==> src/rtl/vga_pkg.sv <==
// Shared VGA text-overlay types and geometry: screen selector enum and
// character-cell dimensions of the 16x16 text window.
package vga_pkg;
  typedef enum logic [1:0] {
    S_START = 2'd0,
    S_GAME  = 2'd1,
    S_END   = 2'd2
  } screen_t;

  localparam int TEXT_COLS = 16;
  localparam int TEXT_ROWS = 16;
  localparam int CHAR_W    = 8;
  localparam int CHAR_H    = 16;
  localparam int TEXT_W    = TEXT_COLS * CHAR_W;
  localparam int TEXT_H    = TEXT_ROWS * CHAR_H;
endpackage

==> src/rtl/text_screen_ctl_if.sv <==
// Signal bundle between VGA timing, game logic, character ROMs and the
// text screen controller.
interface text_screen_ctl_if;
  logic [10:0] hcount;
  logic [10:0] vcount;
  logic        hsync;
  logic        vsync;
  logic        hblnk;
  logic        vblnk;
  logic        start_btn;
  logic        game_over;
  logic [6:0]  char_code_start;
  logic [6:0]  char_code_gra;
  logic [6:0]  char_code_gra2;
  logic [7:0]  char_xy;
  logic [6:0]  char_code;
  logic [3:0]  char_line;
  logic        in_text;
  logic [1:0]  screen;
  logic [10:0] hcount_d;
  logic [10:0] vcount_d;
  logic        hsync_d;
  logic        vsync_d;
  logic        hblnk_d;
  logic        vblnk_d;

  modport slave (
    input  hcount, vcount, hsync, vsync, hblnk, vblnk, start_btn, game_over,
           char_code_start, char_code_gra, char_code_gra2,
    output char_xy, char_code, char_line, in_text, screen,
           hcount_d, vcount_d, hsync_d, vsync_d, hblnk_d, vblnk_d
  );

  modport master (
    output hcount, vcount, hsync, vsync, hblnk, vblnk, start_btn, game_over,
           char_code_start, char_code_gra, char_code_gra2,
    input  char_xy, char_code, char_line, in_text, screen,
           hcount_d, vcount_d, hsync_d, vsync_d, hblnk_d, vblnk_d
  );
endinterface

==> src/rtl/text_screen_ctl_screen_fsm.sv <==
// Screen sequencer: start -> game -> end -> start, with requests latched as
// pending and applied only on the cycle after a vblnk rising edge.
module screen_fsm
  import vga_pkg::*;
#(
  parameter logic [7:0] MIN_END_FRAMES = 8'd60
) (
  input  logic    clk,
  input  logic    rst,
  input  logic    start_btn,
  input  logic    game_over,
  input  logic    vblnk,
  output screen_t screen
);
  screen_t    state, state_n, pending, pending_n, req_state;
  logic       pend_vld, pend_vld_n, req;
  logic [7:0] end_frames, end_frames_n;
  logic       btn_q, vblnk_q, press, vblnk_rise;

  assign press      = start_btn & ~btn_q;
  assign vblnk_rise = vblnk & ~vblnk_q;
  assign screen     = state;

  always_ff @(posedge clk) begin
    if (rst) begin
      state      <= S_START;
      pending    <= S_START;
      pend_vld   <= 1'b0;
      end_frames <= 8'd0;
      btn_q      <= 1'b0;
      vblnk_q    <= 1'b0;
    end else begin
      state      <= state_n;
      pending    <= pending_n;
      pend_vld   <= pend_vld_n;
      end_frames <= end_frames_n;
      btn_q      <= start_btn;
      vblnk_q    <= vblnk;
    end
  end

  always_comb begin
    state_n      = state;
    pending_n    = pending;
    pend_vld_n   = pend_vld;
    end_frames_n = end_frames;
    req          = 1'b0;
    req_state    = pending;

    if (vblnk_rise && pend_vld) begin
      state_n    = pending;
      pend_vld_n = 1'b0;
    end

    case (state)
      S_START: if (press) begin req = 1'b1; req_state = S_GAME; end
      S_GAME:  if (game_over) begin req = 1'b1; req_state = S_END; end
      S_END:   if (press && end_frames >= MIN_END_FRAMES) begin
                 req = 1'b1; req_state = S_START;
               end
      default: state_n = S_START;
    endcase

    // A request raised on the boundary cycle itself re-arms for the next frame
    if (req) begin
      pending_n  = req_state;
      pend_vld_n = 1'b1;
    end

    if (state_n == S_END && state != S_END)
      end_frames_n = 8'd0;
    else if (state == S_END && vblnk_rise && end_frames != 8'hFF)
      end_frames_n = end_frames + 8'd1;
  end
endmodule

==> src/rtl/text_screen_ctl.sv <==
// Text overlay sequencer: cell addressing, per-screen ROM selection and a
// two-stage pipeline keeping code, window flag and VGA timing aligned.
module text_screen_ctl
  import vga_pkg::*;
#(
  parameter logic [10:0] X0             = 11'd448,
  parameter logic [10:0] Y0             = 11'd256,
  parameter logic [7:0]  MIN_END_FRAMES = 8'd60
) (
  input logic             clk,
  input logic             rst,
  text_screen_ctl_if.slave bus
);
  screen_t     screen;
  logic [10:0] dx, dy;
  logic        in_win;
  logic [7:0]  xy_c;
  logic [3:0]  line_c;
  logic [6:0]  code_sel;

  logic [7:0]  xy_p1;
  logic [3:0]  line_p1;
  logic        in_p1, hsync_p1, vsync_p1, hblnk_p1, vblnk_p1;
  logic [10:0] hcount_p1, vcount_p1;

  logic [6:0]  code_p2;
  logic        in_p2, hsync_p2, vsync_p2, hblnk_p2, vblnk_p2;
  logic [10:0] hcount_p2, vcount_p2;

  screen_fsm #(.MIN_END_FRAMES(MIN_END_FRAMES)) u_fsm (
    .clk       (clk),
    .rst       (rst),
    .start_btn (bus.start_btn),
    .game_over (bus.game_over),
    .vblnk     (bus.vblnk),
    .screen    (screen)
  );

  // Counters left of / above the window underflow to large offsets and fail the test
  always_comb begin
    dx     = bus.hcount - X0;
    dy     = bus.vcount - Y0;
    in_win = (dx < 11'(TEXT_W)) && (dy < 11'(TEXT_H));
    xy_c   = in_win ? {dy[7:4], dx[6:3]} : 8'd0;
    line_c = in_win ? dy[3:0] : 4'd0;
  end

  always_comb begin
    case (screen)
      S_START: code_sel = bus.char_code_start;
      S_GAME:  code_sel = bus.char_code_gra;
      S_END:   code_sel = bus.char_code_gra2;
      default: code_sel = 7'd0;
    endcase
  end

  // Stage 1: cell address, font row, window flag, timing
  always_ff @(posedge clk) begin
    if (rst) begin
      xy_p1 <= '0; line_p1 <= '0; in_p1 <= 1'b0;
      hcount_p1 <= '0; vcount_p1 <= '0;
      hsync_p1 <= 1'b0; vsync_p1 <= 1'b0; hblnk_p1 <= 1'b0; vblnk_p1 <= 1'b0;
    end else begin
      xy_p1 <= xy_c; line_p1 <= line_c; in_p1 <= in_win;
      hcount_p1 <= bus.hcount; vcount_p1 <= bus.vcount;
      hsync_p1 <= bus.hsync; vsync_p1 <= bus.vsync;
      hblnk_p1 <= bus.hblnk; vblnk_p1 <= bus.vblnk;
    end
  end

  // Stage 2: ROM code for the current screen, stage-1 data carried along
  always_ff @(posedge clk) begin
    if (rst) begin
      code_p2 <= '0; in_p2 <= 1'b0;
      hcount_p2 <= '0; vcount_p2 <= '0;
      hsync_p2 <= 1'b0; vsync_p2 <= 1'b0; hblnk_p2 <= 1'b0; vblnk_p2 <= 1'b0;
    end else begin
      code_p2 <= in_p1 ? code_sel : 7'd0;
      in_p2   <= in_p1;
      hcount_p2 <= hcount_p1; vcount_p2 <= vcount_p1;
      hsync_p2 <= hsync_p1; vsync_p2 <= vsync_p1;
      hblnk_p2 <= hblnk_p1; vblnk_p2 <= vblnk_p1;
    end
  end

  assign bus.char_xy   = xy_p1;
  assign bus.char_line = line_p1;
  assign bus.char_code = code_p2;
  assign bus.in_text   = in_p2;
  assign bus.screen    = screen;
  assign bus.hcount_d  = hcount_p2;
  assign bus.vcount_d  = vcount_p2;
  assign bus.hsync_d   = hsync_p2;
  assign bus.vsync_d   = vsync_p2;
  assign bus.hblnk_d   = hblnk_p2;
  assign bus.vblnk_d   = vblnk_p2;
endmodule

==> src/flat_wrapper.sv <==
// flat-port wrapper written by rule: the top's interface ports become plain ports
module text_screen_ctl_flat import vga_pkg::*;
#(
  parameter logic [10:0] X0             = 11'd448,
  parameter logic [10:0] Y0             = 11'd256,
  parameter logic [7:0]  MIN_END_FRAMES = 8'd60
)
  (clk, rst, bus_hcount, bus_vcount, bus_hsync, bus_vsync, bus_hblnk, bus_vblnk, bus_start_btn, bus_game_over, bus_char_code_start, bus_char_code_gra, bus_char_code_gra2, bus_char_xy, bus_char_code, bus_char_line, bus_in_text, bus_screen, bus_hcount_d, bus_vcount_d, bus_hsync_d, bus_vsync_d, bus_hblnk_d, bus_vblnk_d);
  text_screen_ctl_if bus_i ();
  input logic clk;
  input logic rst;
  input wire logic [$bits(bus_i.hcount)-1:0] bus_hcount;
  input wire logic [$bits(bus_i.vcount)-1:0] bus_vcount;
  input wire logic [$bits(bus_i.hsync)-1:0] bus_hsync;
  input wire logic [$bits(bus_i.vsync)-1:0] bus_vsync;
  input wire logic [$bits(bus_i.hblnk)-1:0] bus_hblnk;
  input wire logic [$bits(bus_i.vblnk)-1:0] bus_vblnk;
  input wire logic [$bits(bus_i.start_btn)-1:0] bus_start_btn;
  input wire logic [$bits(bus_i.game_over)-1:0] bus_game_over;
  input wire logic [$bits(bus_i.char_code_start)-1:0] bus_char_code_start;
  input wire logic [$bits(bus_i.char_code_gra)-1:0] bus_char_code_gra;
  input wire logic [$bits(bus_i.char_code_gra2)-1:0] bus_char_code_gra2;
  output wire logic [$bits(bus_i.char_xy)-1:0] bus_char_xy;
  output wire logic [$bits(bus_i.char_code)-1:0] bus_char_code;
  output wire logic [$bits(bus_i.char_line)-1:0] bus_char_line;
  output wire logic [$bits(bus_i.in_text)-1:0] bus_in_text;
  output wire logic [$bits(bus_i.screen)-1:0] bus_screen;
  output wire logic [$bits(bus_i.hcount_d)-1:0] bus_hcount_d;
  output wire logic [$bits(bus_i.vcount_d)-1:0] bus_vcount_d;
  output wire logic [$bits(bus_i.hsync_d)-1:0] bus_hsync_d;
  output wire logic [$bits(bus_i.vsync_d)-1:0] bus_vsync_d;
  output wire logic [$bits(bus_i.hblnk_d)-1:0] bus_hblnk_d;
  output wire logic [$bits(bus_i.vblnk_d)-1:0] bus_vblnk_d;
  assign bus_i.hcount = bus_hcount;
  assign bus_i.vcount = bus_vcount;
  assign bus_i.hsync = bus_hsync;
  assign bus_i.vsync = bus_vsync;
  assign bus_i.hblnk = bus_hblnk;
  assign bus_i.vblnk = bus_vblnk;
  assign bus_i.start_btn = bus_start_btn;
  assign bus_i.game_over = bus_game_over;
  assign bus_i.char_code_start = bus_char_code_start;
  assign bus_i.char_code_gra = bus_char_code_gra;
  assign bus_i.char_code_gra2 = bus_char_code_gra2;
  assign bus_char_xy = bus_i.char_xy;
  assign bus_char_code = bus_i.char_code;
  assign bus_char_line = bus_i.char_line;
  assign bus_in_text = bus_i.in_text;
  assign bus_screen = bus_i.screen;
  assign bus_hcount_d = bus_i.hcount_d;
  assign bus_vcount_d = bus_i.vcount_d;
  assign bus_hsync_d = bus_i.hsync_d;
  assign bus_vsync_d = bus_i.vsync_d;
  assign bus_hblnk_d = bus_i.hblnk_d;
  assign bus_vblnk_d = bus_i.vblnk_d;
  text_screen_ctl #(.X0(X0), .Y0(Y0), .MIN_END_FRAMES(MIN_END_FRAMES)) u_core (.clk(clk), .rst(rst), .bus(bus_i));
endmodule
==> config.mk <==
export PLATFORM = sky130hd
export DESIGN_NAME = text_screen_ctl_flat
export DESIGN_NICKNAME = d
export VERILOG_FILES = /design/src/rtl/vga_pkg.sv /design/src/rtl/text_screen_ctl_if.sv /design/src/rtl/text_screen_ctl_screen_fsm.sv /design/src/rtl/text_screen_ctl.sv /design/src/flat_wrapper.sv
export SDC_FILE = /design/constraint.sdc
export NUM_CORES = 1
export LEC_CHECK = 0
export BUFFER_PORTS_ARGS = -buffer_cell sky130_fd_sc_hd__buf_2
export CORE_ASPECT_RATIO = 0.5
export CORE_MARGIN = 2
export CORE_UTILIZATION = 51
export CTS_BUF_LIST = sky130_fd_sc_hd__clkbuf_8
export DETAILED_ROUTE_END_ITERATION = 8
export PLACE_DENSITY = 0.81
export SETUP_SLACK_MARGIN = 0.05
export SLEW_MARGIN = 20
export SYNTH_ARGS = -nofsm -noshare
export SYNTH_HDL_FRONTEND = slang
export SYNTH_SLANG_ARGS = --single-unit
==> constraint.sdc <==
create_clock -name clk -period 2.3 [get_ports clk]
set_clock_uncertainty 0.15 [all_clocks]
set_input_delay 0.575 -clock clk [delete_from_list [all_inputs] [get_ports clk]]
set_output_delay 0.575 -clock clk [all_outputs]
set_load 0.01 [all_outputs]
* Word-level counts from Yosys, hierarchy flattened
Index checks and enable logic that the tools add are counted.
** Word-level totals
- Flip-flop bits (word level) :: 87
- Input bits :: 51
- Output and inout bits :: 48
- Word-level logic and storage cells :: 69
** Operators by class
- Add/subtract/negate cells :: 3
- Magnitude comparators :: 3
- Equality and inequality tests :: 8
- Mux-type cells :: 13
- Bitwise operators :: 6
- Reductions and logical operators :: 14
** Operators with widths (count)
- subtractor 11 x 9 -> 11 bit (second input constant) :: 2
- case mux 7 bit (3 select lines) :: 1
- < comparator 11 x 8 -> 1 bit (second input constant) :: 1
- < comparator 11 x 9 -> 1 bit (second input constant) :: 1
- two-way mux 2 bit :: 5
- adder 8 x 1 -> 8 bit (second input constant) :: 1
- greater-or-equal comparator 8 x 6 -> 1 bit (second input constant) :: 1
- != test 2 bit (second input constant) :: 4
- != test 8 bit (second input constant) :: 1
- logical AND 1 bit :: 6
- case mux 2 bit (3 select lines) :: 1
- OR reduction 2 bit :: 3
- two-way mux 1 bit :: 5
- AND reduction 5 bit :: 1
- == test 2 bit (second input constant) :: 2
- inverter 1 bit :: 4
- case mux 1 bit (3 select lines) :: 1
- nonzero test 3 bit :: 1
- OR reduction 3 bit :: 1
- AND 1 bit :: 2
- == test 2 x 1 -> 1 bit (second input constant) :: 1
- logical NOT 2 bit :: 1
- nonzero test 2 bit :: 1

* Logic depth before layout (Yosys ltp)
- Depth after elaboration :: 8
- Depth in mapped cells :: 7
- Mapped depth without buffers :: 6

* Hierarchy
A second synthesis with hierarchy kept.
** Unflattened totals
- Cells, all modules :: 278
- Area total of the unflattened synthesis :: 3019.1 sq um
** By module, submodules not included
- text_screen_ctl :: times used 1, cells an instance 188, area an instance 2195.9 sq um, sequential area each 1461.4 sq um
- screen_fsm :: times used 1, cells an instance 90, area an instance 823.3 sq um, sequential area each 300.3 sq um

* Worst setup path after synthesis
No wires, ideal clock.
- Path kind :: flip-flop to flip-flop
- From :: register u_core.u_fsm.state[0] (netlist: u_core.u_fsm.screen[0])
- To :: register u_core.u_fsm.pending[0]
- Setup time :: 121 ps
- Arrival :: 1795 ps
- Required time :: 2029 ps
- Setup slack :: 234 ps
- Cell stages (with the launch flop) :: 7
- Buffers on the path :: 1
- Period minus slack after synthesis :: 2066 ps
- Cell sequence :: dfxtp_1 inv_1 ha_1 buf_2 a21o_1 a2111oi_4 mux2_4
** Between the ends
- Word-level cells in the longest chain between the ends :: 3
- Elaborated cells on any way between the ends :: 10
- Those cells by class :: eq/ne: 5; mux: 2; reduce/logical: 3
** RTL lines
- start: declaration :: line text_screen_ctl_screen_fsm.sv:15 : screen_t state, state_n, pending, pending_n, req_state;
- start signal: assignment :: line text_screen_ctl_screen_fsm.sv:33 : state <= state_n;
- == test 2 bit (tied with other cells) :: line text_screen_ctl_screen_fsm.sv:55 : case (state)
- case mux 1 bit (3 select lines) (tied with other cells) :: line text_screen_ctl_screen_fsm.sv:55
- AND reduction 5 bit (no line)
- end signal: assignment :: line text_screen_ctl_screen_fsm.sv:34 : pending <= pending_n;
- end: declaration :: line text_screen_ctl_screen_fsm.sv:15
Parallel ways exist; a longest one is shown, timed or not.
A chain may end at the register's enable or synchronous reset.

* Worst setup path after layout
Same ends and word-level chain as after synthesis.

==> run metrics <==
Critical Path Start u_core.u_fsm.screen[0]; layout cell share with drive strength beyond 1 35.8%; status finished, final reports clean; post-CTS setup buffer count 0; total power 2820 µW; mapped cell area 2940 µm²; MaxCap Viol Count 0; post-synthesis mux area share 1.91%; Setup-failing EPs final 0; Reg clk slew, reported paths 0.09 ns; vias per std cell 4.79; Max Transition Viols Final 0; CP Capture Type register; Die Ht 57.7 µm; final instance area 3730 µm²; Critical Path Start Type register; post-DR wirelength/cell 12.6 µm; FF+latch count, synth 87; top cell type by total area after synthesis dfxtp_1; PwrDens 758 nW/µm²; crit path time final 2.15 ns; final WL 5520 µm; top cells by count, synth dfxtp_1, nor2b_1, nor2_1; router iterations before antenna repair 5; syn avg cell area 11.5 µm²; CP required 2.40 ns; Async S/R FF share, synth 0%; initial core utilization 53.4%; htree depth 3; TritonCTS Buffers 9; cell leakage power 0.00174 µW; Yosys warnings 0; largest family of logic cells by synthesized area simple AND/OR/NAND/NOR gates; DP Area 3510 µm²; maximum clock insertion buffer count 2; CP Max Fanout 9; clk root buf clkbuf_8; via count 2104; chip width 111 µm; Die Area 6430 µm²; pin count of the biggest net entering global routing 34; GR Util All Layers 17.9%; ANT nets after route 0; hold crit path type in -> reg; Slew headroom 65.0%; # fillers 440; reg-to-reg setup timing slack 0.15 ns; Synth area leaders dfxtp_1, nor2b_1, ha_1; syn_nets 317; Max IR drop VDD 0.531 mV; RSZ-0062 raised after global routing no; xor/xnor share of the synthesized area 2.38%; Tcrit/Tclk final 93.6%; R2R cell count 6; Nets 421; Antenna Cells 0; vias in the first global route 2017; simple-gate share of the synthesized area 22.1%; Final TNS setup 0 ns; f_max 464 MHz; Clock Latency Late Sink 0.35 ns; sequential-to-total area share from yosys stat 59.2%; first-pass GRT wire length 8890 µm; synthesized instance count 257; std cell rows 19; RePlAce Congestion 0.806; PortBufs 98; # clock sinks 87; count leader, synth dfxtp_1; IO Pins 99; DR iter-0 viols 96; WS Path Type reg -> reg; Netlist cell types 42; initial antenna violation count 0; reg-to-reg critical path startpoint u_core.u_fsm.screen[0]; Syn-to-layout area delta 26.6%; Post-DP HPWL 4190 µm; CP arrival 2.25 ns; top-area cell type share of the netlist area 59.2%; Worst setup endpoint u_core.u_fsm.pending[0]; Synth Area in Compound Gates 7.90%; Final Hold Vio Count 0; DRC Markers 0; Critical R2R Capture u_core.u_fsm.pending[0]; core area 5520 µm²; Post-synth EDFFs 0; Post-synth top flop dfxtp_1; total gr overflow 0; Adder-Cell Fraction of Synth Area 3.82%; CTS tree yes; Slew @ Worst Pin 0.523 ns
## what timing repair did
| item | 4_1_cts | 5_1_grt |
|---|---|---|
| gates resized for setup | 0 | 1 |
| setup endpoints to repair | 0 | 2 |
| hold buffers | 0 | 0 |
## registers in the layout (all words and copies together), names as in the netlist, 4 cells and up
| signal | count |
|---|---|
| u_core.u_fsm.end_frames | 8 |
| u_core.vcount_p1 | 11 |
| u_core.bus.char_code | 7 |
| u_core.bus.vcount_d | 11 |
| u_core.bus.char_line | 4 |
| u_core.bus.char_xy | 8 |
| u_core.hcount_p1 | 11 |
| u_core.bus.hcount_d | 11 |
## metrics by stage
step / hold WS, ns / cells / utilization, % / worst slack, ns
final: 0.269 / 439 / 67.6 / 0.146
after floorplan: 0.264 / 257 / - / 0.234
after CTS: 0.244 / 439 / 67.5 / 0.0564
after detailed placement: 0.274 / 423 / 63.7 / 0.0926
after global routing: 0.258 / 439 / 67.6 / 0.0416
after global placement: 0.264 / 423 / 63.7 / 0.168
## layer usage
metal,global-route usage [%],wire length [µm],vias up
met2,33.0,2940,48
met4,8.99,114,0
li1,-,-,1053
met1,18.7,2200,990
met3,6.17,262,13
met5,0,0,-
## final cells by class
| cell class | count | area (µm²) | share of cell area (%) |
|---|---|---|---|
| Clock buffer | 10 | 138 | 3.69 |
| Clock inverter | 6 | 75.1 | 2.01 |
| Inverter | 8 | 30.0 | 0.806 |
| Multi-Input combinational cell | 152 | 1120 | 30.1 |
| Sequential cell | 87 | 1740 | 46.7 |
| Tap cell | 73 | 91.3 | 2.45 |
| Timing Repair Buffer | 103 | 528 | 14.2 |
## power breakdown
group	switching [µW]	internal, µW
logic	81.0	89.5
clock network	543	548
registers	11.1	1550
## worst max-delay path: stages (launching register included)
cell       delay [ns]
dfxtp_1          0.37
inv_1            0.11
ha_1             0.38
nand3b_4         0.11
a21o_1           0.19
a2111oi_4        0.41
mux2_4           0.33
## worst min path at each step
| stage | slack [ns] | startpoint | end | cells after the start |
|---|---|---|---|---|
| after CTS | 0.24 | bus_hcount[6] | u_core.bus.char_xy[3] | 2 |
| after floorplan | 0.26 | u_core.hblnk_p1 | u_core.bus.hblnk_d | 1 |
| after detailed placement | 0.27 | u_core.hcount_p1[7] | u_core.bus.hcount_d[7] | 1 |
| final | 0.27 | bus_hcount[6] | u_core.bus.char_xy[3] | 2 |
| after global placement | 0.26 | u_core.hcount_p1[3] | u_core.bus.hcount_d[3] | 1 |
| after global routing | 0.26 | rst | u_core.vcount_p1[8] | 2 |
## placed cells by master (no fill, tap or decap), types with 2 or more instances in the layout
cell,instances
mux2i_1,3
nand3_1,3
buf_2,98
inv_6,2
buf_4,5
xor2_1,7
inv_1,8
a21oi_1,3
nor2_1,17
nor2b_1,56
o21ai_0,2
nand2_1,5
clkbuf_8,10
a222oi_1,7
dfxtp_1,87
ha_1,8
o211ai_1,2
and2_1,12
nand4_1,3
## cell families after synthesis
family,Yosys count
AND/OR/NAND/NOR,108
flip-flops,87
XOR/XNOR,8
AO/OA/AOI/OAI,22
multiplexers,5
adder cells (fa/ha/maj),9
buffers and inverters,18
(Power assumes the default switching activity.)
